### src/rtl/l2_line_fill.sv
// L2 line fill: assembles a 256-bit line from a four-beat 64-bit memory burst.
// Define L2_FILL_CWF_EN to fetch the critical word first and wrap around the line.
module l2_line_fill #(
    parameter int s_offset = 5,
    parameter int s_index  = 3
) (
    input  logic                      clk,
    input  logic                      rst,
    input  logic                      fill_req,
    input  logic [31:0]               fill_addr,
    output logic                      fill_ready,
    output logic [2**s_offset*8-1:0]  fill_line,
    output logic [2**s_offset-1:0]    fill_wmask,
    output logic [s_index-1:0]        fill_index,
    output logic                      busy,
    output logic                      mem_read,
    output logic [31:0]               mem_addr,
    input  logic [63:0]               mem_rdata,
    input  logic                      mem_resp
);

    localparam int LW = 2**s_offset*8;

    typedef enum logic [1:0] {
        IDLE  = 2'd0,
        FETCH = 2'd1,
        DONE  = 2'd2
    } state_t;

    state_t          state_q;
    logic [31:0]     addr_q;
    logic [1:0]      beat_q;
    logic [1:0]      cnt_q;
    logic [LW-1:0]   line_q;
    logic            ready_q;
    logic            read_q;
    logic            busy_q;
    logic [1:0]      beat_start;
    logic            unused_addr;

`ifdef L2_FILL_CWF_EN
    assign beat_start = fill_addr[4:3];
    assign mem_addr   = {addr_q[31:3], 3'b000};
`else
    assign beat_start = 2'd0;
    assign mem_addr   = {addr_q[31:s_offset], {s_offset{1'b0}}};
`endif

    assign unused_addr = ^addr_q[s_offset-1:0];

    assign fill_ready = ready_q;
    assign fill_wmask = {(2**s_offset){ready_q}};
    assign fill_line  = line_q;
    assign fill_index = addr_q[s_offset +: s_index];
    assign busy       = busy_q;
    assign mem_read   = read_q;

    // beat_q picks the slot, cnt_q counts accepted beats independent of wrap start
    always_ff @(posedge clk or posedge rst) begin
        if (rst) begin
            state_q <= IDLE;
            addr_q  <= '0;
            beat_q  <= '0;
            cnt_q   <= '0;
            line_q  <= '0;
            ready_q <= 1'b0;
            read_q  <= 1'b0;
            busy_q  <= 1'b0;
        end else begin
            unique case (state_q)
                IDLE: begin
                    if (fill_req) begin
                        state_q <= FETCH;
                        addr_q  <= fill_addr;
                        beat_q  <= beat_start;
                        cnt_q   <= 2'd0;
                        read_q  <= 1'b1;
                        busy_q  <= 1'b1;
                    end
                end
                FETCH: begin
                    if (mem_resp) begin
                        for (int b = 0; b < 4; b++) begin
                            if (beat_q == 2'(b)) begin
                                line_q[64*b +: 64] <= mem_rdata;
                            end
                        end
                        beat_q <= beat_q + 2'd1;
                        cnt_q  <= cnt_q + 2'd1;
                        if (cnt_q == 2'd3) begin
                            state_q <= DONE;
                            read_q  <= 1'b0;
                            ready_q <= 1'b1;
                        end
                    end
                end
                DONE: begin
                    state_q <= IDLE;
                    ready_q <= 1'b0;
                    busy_q  <= 1'b0;
                end
                default: begin
                    state_q <= IDLE;
                    ready_q <= 1'b0;
                    read_q  <= 1'b0;
                    busy_q  <= 1'b0;
                end
            endcase
        end
    end

endmodule
### config.mk
export PLATFORM = sky130hd
export DESIGN_NAME = l2_line_fill
export DESIGN_NICKNAME = d
export VERILOG_FILES = /design/src/rtl/l2_line_fill.sv
export SDC_FILE = /design/constraint.sdc
export NUM_CORES = 1
export LEC_CHECK = 0
export CAP_MARGIN = 10
export CORE_MARGIN = 4
export CORE_UTILIZATION = 41
export CTS_BUF_LIST = sky130_fd_sc_hd__clkbuf_8
export CTS_CLUSTER_DIAMETER = 60
export DETAILED_ROUTE_END_ITERATION = 6
export PLACE_DENSITY = 0.77
export SLEW_MARGIN = 0
export SYNTH_ARGS = -nofsm -noshare
export SYNTH_HDL_FRONTEND = slang
export SYNTH_SLANG_ARGS = --single-unit
### constraint.sdc
create_clock -name clk -period 9.8 [get_ports clk]
set_input_delay 1.96 -clock clk [delete_from_list [all_inputs] [get_ports clk]]
set_output_delay 1.96 -clock clk [all_outputs]
set_load 0.005 [all_outputs]
==> summary.txt, run 1 <==
Number of global-route vias before repair -> 7,806
Row count -> 61
Finished Layout Cells -> 1,505
Max Used Layer -> met4
Setup repair bufs after CTS -> 0
DP Wirelength -> 20,500 um
Met2 WL -> 14,700 um
PortBufs -> 415
Total gr overflow -> 0
Max_slew headroom -> 0.239
Die Footprint -> 31,600 um2
Total number of vias -> 7,159
Top cell family by delay on the critical path -> buffers and inverters
Min cycle time layout -> 4360 ps
Setup tns final -> 0 ps
Syn Inst Count -> 691
Fin crit share -> 0.445
Crit path max fanout -> 51
Detailed Routing Iterations Pass 1 -> 4
Core box area -> 28,100 um2
Final #Nets -> 1,201
RSZ-0062 raised after global routing -> false
Setup WS pre-CTS -> 4770 ps
Met3 wire length -> 2900 um
Maximum clock frequency -> 229 MHz
CTS max path bufs -> 3
Die W -> 178 um
N_diodes -> 0
CP bufs+invs -> 2
Leak -> 7.52 nW
CTS root buf -> clkbuf_8
Post-route ant nets -> 0
Min Hold Slack -> 488 ps
Total power -> 5.92 mW
Hold path depth -> 1
CP Launch Type -> input port
Min-delay src -> fill_line[229]$_DFFE_PP0P_
Post-cts hold buffer count -> 0
Share of layout cells above drive strength 1 -> 0.318
Reg2reg start -> state_q[0]$_DFFE_PP0P_
Post-DP Area -> 15,900 um2
Cts bufs inserted -> 50
Post-synth top area cell -> dfrtp_1
Cell Chain, Critical Path -> clkdlybuf4s50_1 > nand4b_1 > buf_4 > mux2_4
Routed length on met1 -> 11,300 um
WL final -> 29,800 um
Max rail drop VDD -> 0.199 mV
Pins Over Slew Limit -> 0
Kind of capture point of the worst setup path -> flop
Status -> complete, no violations
Reg-to-reg setup timing slack -> 6800 ps
Syn avg cell area -> 17.1 um2
Seq/Total Area, Yosys -> 0.619
WP data required -> 10,230 ps
Final Skew -> 29.5 ps
Top cells by area, synth -> dfrtp_1 62%, mux2_2 17%, mux2_4 12%
Max-Cap Viols -> 0
Final core utilization -> 0.601
CTS tree -> built
CP arrival -> 4790 ps
R2R cell count -> 3
Initial antenna violation count -> 0
Yosys top cell area share -> 0.619
CP max stage cell -> nand4b_1
Ports -> 426
Netlist cell types -> 24
First-pass GRT wire length -> 45,500 um
TritonCTS sink count -> 292
Initial Utilization -> 0.420
Clock transition at path regs -> 60 ps
Worst-Margin Slew -> 1140 ps
WHS Endpoint -> fill_line[229]$_DFFE_PP0P_
Power Dens Cells -> 351 nW/um2
Final setup margin -> 5440 ps
WL/cell -> 19.8 um
Clock latency on the worst-skew pair -> 550 ps
Critical path class -> in2reg
RR Endpoint -> fill_line[154]$_DFFE_PP0P_
CTS H-tree lvls -> 2
Hold WC Path Type -> reg2reg
Gpl congestion -> 0.750
Die height -> 178 um
Layout area overhead -> 42.9%
Post-route DRC -> 0
Synth Register Bits -> 292
Via/cell ratio -> 4.76
Synth warnings -> 0
Gr usage total -> 0.184
Largest net degree at the start of global routing -> 181
CTS resizes -> 0
Placed cell count -> 1,422
Mapped Area -> 11,800 um2
Final setup viols -> 0
Initial DRC Count -> 174
Delay of the slowest critical-path stage -> 940 ps
Final hold vios -> 0
Final Cell Area -> 16,900 um2
[flip-flops by register name (all words and copies together) (netlist names)]
signal and count:
mem_read 1, fill_line 256, fill_ready 1, beat_q 2, cnt_q 2, addr_q 27
state_q 2, busy 1
[where the power goes]
group | internal (mW) | total, mW | switching, mW
registers | 1.82 | 2.18 | 0.352
clock network | 0.622 | 1.10 | 0.478
logic | 1.85 | 2.65 | 0.801
total | 4.30 | 5.92 | 1.63
[layout make-up]
cell class	instances	area, um2
clock buffer	59	812
clock inverter	24	189
multi-input combinational	321	3830
sequential	292	7310
tap	378	473
timing repair buffer	424	4230
fill	2222	11200
inverter	7	30.0
[logic make-up (layout without fill, tap and decap cells)]
group | Yosys count | count (layout) | share of synthesized area
buf+inv | 82 | 514 | 0.0584
mux | 283 | 283 | 0.300
flops | 292 | 292 | 0.619
simple gates | 20 | 20 | 0.0113
fa+ha+maj | 5 | 5 | 0.00530
compound gates | 8 | 8 | 0.00572
other cells | 1 | 5 | 0.000318
[placed cells by master (no fill, tap or decap)]
master	Yosys	routed
o21a_1	1	1
clkbuf_8	0	59
nand3b_1	4	4
clkinv_4	0	1
bufinv_16	0	3
clkinv_2	0	6
inv_1	7	18
nor3b_1	2	1
nand4b_1	4	4
o21ba_2	1	1
buf_12	0	1
ha_1	5	5
a311o_1	1	1
nand2b_1	3	3
dfrtp_1	292	292
mux2_2	181	181
conb_1	1	5
o221ai_1	4	4
nand3_1	1	1
mux2_1	8	8
and2_1	1	1
mux2_4	94	94
nand2_1	3	3
buf_4	43	8
a21oi_1	1	1
nor2b_1	2	2
clkinvlp_4	0	3
nor3b_2	0	1
clkdlybuf4s50_1	0	415
[synth_stat cells (all sizes together)]
library cell and count:
a21oi 1, a311o 1, and2 1, buf 75, conb 1, dfrtp 292, ha 5, inv 7
mux2 283, nand2 3, nand2b 3, nand3 1, nand3b 4, nand4b 4, nor2b 2, nor3b 2
o21a 1, o21ba 1, o221ai 4
[worst max-delay path by stage]
stage	start	end	slack (ps)	depth (start not counted)
floorplan	rst	addr_q[10]$_DFFE_PP0P_	3960	1
detailed placement	mem_resp	fill_line[154]$_DFFE_PP0P_	4770	4
global placement	mem_resp	fill_line[168]$_DFFE_PP0P_	4810	4
CTS	mem_resp	fill_line[154]$_DFFE_PP0P_	5390	4
global route	mem_resp	fill_line[156]$_DFFE_PP0P_	5270	4
finish	mem_resp	fill_line[154]$_DFFE_PP0P_	5440	4
[routing by layer]
layer,track usage,up-vias
li1,-,3190
met1,0.211,3612
met2,0.315,293
met4,0.0609,0
met5,0,-
met3,0.0714,64
[worst register-to-register path: stages, from the launching register on]
cell and delay, ps:
dfrtp_1 670, nand4b_1 1000, buf_4 780, mux2_4 450
Note: power is estimated with default switching activity, not from simulation.
==> run 2: changes to the inputs <==
==> constraint.sdc (replaced) <==
create_clock -name clk -period 4.01 [get_ports clk]
set_input_delay 0.802 -clock clk [delete_from_list [all_inputs] [get_ports clk]]
set_output_delay 0.802 -clock clk [all_outputs]
set_load 0.005 [all_outputs]
==> run 2 against run 1 <==
  * Register-to-register slack worse by 4700 ps
  * Count of clock-buffer cells in the layout is 3 higher
  * Final cell count rose by 0.20%
  * Via count is essentially flat
  * Flip-flop and latch count stayed put
  * Critical path depth shrank 3
  * First-iteration DRC count up 47%
  * Hold slack worse by 0.53 ps
  * Non-clock buffer count up 4
  * Clock power is 130% higher
  * Combinational power is 140% higher
  * Critical endpoint is now fill_wmask[26]
  * Utilization rose by 0.11 points
==> summary.txt, run 2 (synthesis gave the netlist of run 1 again) <==
Status -> complete, no violations
Total gr overflow -> 0 (unchanged)
Power Dens Cells -> 848 nW/um2 (+140%)
CP bufs+invs -> 1 (-1)
Max_slew headroom -> 0.414 (+0.175)
WL final -> 29,900 um (+0.32%)
Reg2reg start -> beat_q[0]$_DFFE_PP0P_
Final hold vios -> 0 (unchanged)
Final setup margin -> 1090 ps (-4340 ps)
Largest net degree at the start of global routing -> 106 (-41%)
CP arrival -> 2120 ps (-2670 ps)
Post-cts hold buffer count -> 0 (unchanged)
Min Hold Slack -> 487 ps (-0.526 ps)
Min cycle time layout -> 2920 ps
WL/cell -> 19.8 um (+0.12%)
CP Launch Type -> flop
Number of global-route vias before repair -> 7,819 (+0.17%)
Detailed Routing Iterations Pass 1 -> 4 (unchanged)
Fin crit share -> 0.728
Hold WC Path Type -> reg2reg
Clock transition at path regs -> 60 ps (about the same)
Commonest non-fill, non-tap cell in the layout -> clkdlybuf4s50_1
Layout area overhead -> 43.2%
Largest register FFs -> 256 (unchanged)
CTS max path bufs -> 3 (unchanged)
Setup repair bufs after CTS -> 0 (unchanged)
Total number of vias -> 7,166 (+0.098%)
DP Wirelength -> 20,800 um (+1.6%)
Pins Over Slew Limit -> 0 (unchanged)
Fillers -> 2,195 (-1.2%)
Post-route DRC -> 0 (unchanged)
Post-route ant nets -> 0 (unchanged)
Gpl congestion -> 0.743 (-0.97%)
Post-DP Area -> 16,000 um2 (+0.58%)
WP data required -> 3210 ps (-7020 ps)
CTS H-tree lvls -> 2 (unchanged)
CTS tree -> built
Setup crit end -> fill_wmask[26]
Die W -> 178 um (unchanged)
TritonCTS sink count -> 292 (unchanged)
Clock latency on the worst-skew pair -> 540 ps (about the same)
Most frequent cells in the layout -> 415 x clkdlybuf4s50_1, 292 x dfrtp_1, 181 x mux2_2
Initial Utilization -> 0.420 (unchanged)
Share of layout cells above drive strength 1 -> 0.316 (-0.00173)
N_diodes -> 0 (unchanged)
Cell Chain, Critical Path -> clkdlybuf4s50_1
Core box area -> 28,100 um2 (unchanged)
Die Footprint -> 31,600 um2 (unchanged)
WP depth -> 1 (-3)
Initial DRC Count -> 255 (+47%)
Setup tns final -> 0 ps (unchanged)
Final #Nets -> 1,204 (+0.25%)
Row count -> 61 (unchanged)
Top cell family by delay on the critical path -> flip-flops
Final Cell Area -> 16,900 um2 (+0.19%)
Reg-to-reg setup timing slack -> 2120 ps (-4680 ps)
CTS root buf -> clkbuf_8
Delay of the slowest critical-path stage -> 910 ps (-30 ps)
Max rail drop VDD -> 0.448 mV (+130%)
Crit path max fanout -> 34 (-33%)
PortBufs -> 415 (unchanged)
Maximum clock frequency -> 343 MHz
Cts bufs inserted -> 49 (-2.0%)
Initial antenna violation count -> 0 (unchanged)
CP max stage cell -> dfrtp_1
CTS resizes -> 0 (unchanged)
Final setup viols -> 0 (unchanged)
First-pass GRT wire length -> 45,200 um (-0.73%)
R2R cell count -> 5 (+2)
Setup WS pre-CTS -> 1290 ps (-3480 ps)
Ports -> 426 (unchanged)
Worst-Margin Slew -> 879 ps (-257 ps)
Die height -> 178 um (unchanged)
Gr usage total -> 0.182 (-0.00146)
Max-Cap Viols -> 0 (unchanged)
RR Endpoint -> fill_line[4]$_DFFE_PP0P_
Final core utilization -> 0.602 (+0.00111)
Via/cell ratio -> 4.75 (-0.10%)
Kind of capture point of the worst setup path -> primary output
Leak -> 7.55 nW (+0.41%)
Final Skew -> 11.6 ps (-17.9 ps)
Critical Path Source -> fill_ready$_DFFE_PP0P_
Critical path class -> reg2out
RSZ-0062 raised after global routing -> false
## run 2: worst min-delay path by stage
stage	cells after the start	endpoint	start	slack (ps)
floorplan	1	busy$_DFFE_PP0P_	busy$_DFFE_PP0P_	490
global placement	1	fill_line[210]$_DFFE_PP0P_	fill_line[210]$_DFFE_PP0P_	470
detailed placement	1	fill_line[210]$_DFFE_PP0P_	fill_line[210]$_DFFE_PP0P_	480
CTS	1	fill_line[209]$_DFFE_PP0P_	fill_line[209]$_DFFE_PP0P_	500
global route	1	fill_line[56]$_DFFE_PP0P_	fill_line[56]$_DFFE_PP0P_	510
finish	1	fill_line[209]$_DFFE_PP0P_	fill_line[209]$_DFFE_PP0P_	490
## run 2: where the power goes
| part | total [mW] | switching (mW) | internal [mW] |
|---|---|---|---|
| clock | 2.51 | 1.13 | 1.38 |
| combinational | 6.49 | 1.96 | 4.53 |
| sequential | 5.33 | 0.868 | 4.46 |
| total | 14.3 | 3.96 | 10.4 |
## run 2: final cells by class
class                   instances  area [um2]  share of cell area
inverters                       7        30.0             0.00178
repair buffers                428        4330               0.256
flip-flops and latches        292        7310               0.432
clock inverters                20        86.3             0.00511
multi-input cells             321        3830               0.226
clock buffers                  62         853              0.0505
well taps                     378         473              0.0280
## run 2: routing by layer
metal | track usage | vias to the layer above | wire (um) | share of wire
li1 | - | 3198 | - | -
met5 | 0 | - | 0 | 0
met2 | 0.309 | 297 | 14600 | 0.49
met4 | 0.0603 | 0 | 862 | 0.029
met3 | 0.0703 | 60 | 2910 | 0.097
met1 | 0.213 | 3611 | 11500 | 0.38
## run 2: through the flow
stage / std cells / total power [mW]
finish: 1508 / 14.3
detailed placement: 1426 / 12.0
global route: 1508 / 15.2
floorplan: 695 / 8.12
global placement: 1426 / 11.8
CTS: 1508 / 14.5
==> run 3: changes to the inputs <==
--- a/config.mk
+++ b/config.mk
@@ -11,7 +11,7 @@
 export CTS_BUF_LIST = sky130_fd_sc_hd__clkbuf_8
 export CTS_CLUSTER_DIAMETER = 60
 export DETAILED_ROUTE_END_ITERATION = 6
-export PLACE_DENSITY = 0.77
+export PLACE_DENSITY = 0.74
 export SLEW_MARGIN = 0
 export SYNTH_ARGS = -nofsm -noshare
 export SYNTH_HDL_FRONTEND = slang
==> constraint.sdc (replaced) <==
create_clock -name clk -period 2.9 [get_ports clk]
set_input_delay 0.58 -clock clk [delete_from_list [all_inputs] [get_ports clk]]
set_output_delay 0.58 -clock clk [all_outputs]
set_load 0.005 [all_outputs]
==> run 3 against run 2 <==
  * Final cell count increased by 0.66%
  * Sequential share of layout area decreased by 0.43 points
  * Global-route usage increased by 0.43 points
  * Critical path depth unchanged
  * Non-clock buffer count increased by 6
  * Combinational power increased by 39%
  * Sequential power increased by 38%
==> summary.txt, run 3 (synthesis gave the netlist of run 1 again) <==
CTS H-tree lvls -> 2 (unchanged)
Gr usage total -> 0.186 (+0.00431)
Worst-Margin Slew -> 615 ps (-264 ps)
Final hold vios -> 0 (unchanged)
Maximum clock frequency -> 417 MHz
CP arrival -> 1820 ps (-300 ps)
Max-Cap Viols -> 0 (unchanged)
Pins Over Slew Limit -> 0 (unchanged)
Final setup margin -> 500 ps (-591 ps)
PortBufs -> 415 (unchanged)
Gpl congestion -> 0.741 (-0.23%)
TritonCTS sink count -> 292 (unchanged)
Detailed Routing Iterations Pass 1 -> 4 (unchanged)
Share of layout cells above drive strength 1 -> 0.325 (+0.00863)
Largest register FFs -> 256 (unchanged)
Min cycle time layout -> 2400 ps
Setup tns final -> 0 ps (unchanged)
R2R cell count -> 3 (-2)
RSZ-0062 raised after global routing -> false
Cell Chain, Critical Path -> clkdlybuf4s50_1
Critical path class -> reg2out
Register Area -> 7310 um2 (about the same)
Number of global-route vias before repair -> 7,854 (+0.45%)
DP Wirelength -> 21,100 um (+1.5%)
CTS tree -> built
Setup WS pre-CTS -> 480 ps (-812 ps)
Via/cell ratio -> 4.76 (+0.19%)
Total gr overflow -> 0 (unchanged)
Post-DP Area -> 16,100 um2 (+0.67%)
Commonest non-fill, non-tap cell in the layout -> clkdlybuf4s50_1
CP Launch Type -> flop
CP bufs+invs -> 1 (unchanged)
CTS resizes -> 0 (unchanged)
N_diodes -> 0 (unchanged)
Largest net degree at the start of global routing -> 52 (-51%)
Row count -> 61 (unchanged)
Fin crit share -> 0.828
Clock transition at path regs -> 60 ps (about the same)
Final #Nets -> 1,211 (+0.58%)
Total number of vias -> 7,227 (+0.85%)
Reg2reg start -> state_q[0]$_DFFE_PP0P_
CTS max path bufs -> 3 (unchanged)
Die Footprint -> 31,600 um2 (unchanged)
Die height -> 178 um (unchanged)
Top cell family by delay on the critical path -> flip-flops
Final Cell Area -> 17,100 um2 (+1.0%)
WL final -> 30,400 um (+1.5%)
Post-route ant nets -> 0 (unchanged)
Setup repair bufs after CTS -> 0 (unchanged)
Min Hold Slack -> 457 ps (-30.4 ps)
Reg-to-reg setup timing slack -> 1070 ps (-1050 ps)
Fillers -> 2,192 (-0.14%)
Kind of capture point of the worst setup path -> primary output
CTS root buf -> clkbuf_8
Layout area overhead -> 44.7%
Clock latency on the worst-skew pair -> 550 ps (about the same)
RR Endpoint -> fill_line[43]$_DFFE_PP0P_
Cts bufs inserted -> 50 (+2.0%)
CP max stage cell -> dfrtp_2
Final setup viols -> 0 (unchanged)
Total power -> 20.0 mW (+40%)
First-pass GRT wire length -> 46,300 um (+2.6%)
Crit path max fanout -> 34 (unchanged)
Power Dens Cells -> 1170 nW/um2 (+38%)
Initial antenna violation count -> 0 (unchanged)
WP data required -> 2320 ps (-890 ps)
Ports -> 426 (unchanged)
Leak -> 7.63 nW (+1.1%)
Post-cts hold buffer count -> 0 (unchanged)
Post-route DRC -> 0 (unchanged)
Max rail drop VDD -> 0.625 mV (+39%)
Core box area -> 28,100 um2 (unchanged)
Delay of the slowest critical-path stage -> 670 ps (-240 ps)
Multi-input gate area -> 3830 um2 (unchanged)
Max_slew headroom -> 0.589 (+0.175)
Initial Utilization -> 0.420 (unchanged)
Hold WC Path Type -> in2async
Die W -> 178 um (unchanged)
Final Skew -> 19.8 ps (+8.22 ps)
Most frequent cells in the layout -> 415 x clkdlybuf4s50_1, 291 x dfrtp_1, 181 x mux2_2
WL/cell -> 20.0 um (+0.88%)
Initial DRC Count -> 255 (unchanged)
Status -> complete, no violations
run 3: metrics by stage:
step | util | cells
2_1_floorplan | - | 695
3_3_place_gp | 0.572 | 1432
3_5_place_dp | 0.572 | 1432
4_1_cts | 0.608 | 1518
5_1_grt | 0.608 | 1518
6_report | 0.608 | 1518
run 3: area by class of cell:
type                       count  share of cell area
sequential                   292               0.428
clock buffer                  67              0.0540
timing repair buffer         434               0.260
tap                          378              0.0277
multi-input combinational    321               0.224
inverter                       7             0.00176
clock inverter                19             0.00469
run 3: worst max-delay path by stage:
stage	from	to	slack [ps]	cells after the start
after floorplan	rst	addr_q[10]$_DFFE_PP0P_	-1560	1
after global placement	mem_resp	fill_line[255]$_DFFE_PP0P_	530	4
after detailed placement	mem_resp	fill_line[197]$_DFFE_PP0P_	480	4
after CTS	fill_ready$_DFFE_PP0P_	fill_wmask[25]	110	1
after global routing	fill_ready$_DFFE_PP0P_	fill_wmask[28]	330	1
final	fill_ready$_DFFE_PP0P_	fill_wmask[25]	500	1
run 3: power breakdown:
part	switching [mW]	internal [mW]	leakage, nW
Clock	1.59	2.04	0.572
Sequential	1.20	6.17	3.47
Combinational	2.74	6.31	3.59
run 3: metal layers:
layer / share of wire / vias up / wire (um) / global-route usage
li1: - / 3209 / - / -
met1: 0.39 / 3664 / 11900 / 0.225
met2: 0.49 / 297 / 14900 / 0.316
met3: 0.094 / 57 / 2850 / 0.0641
met4: 0.025 / 0 / 770 / 0.0590
met5: 0 / - / 0 / 0
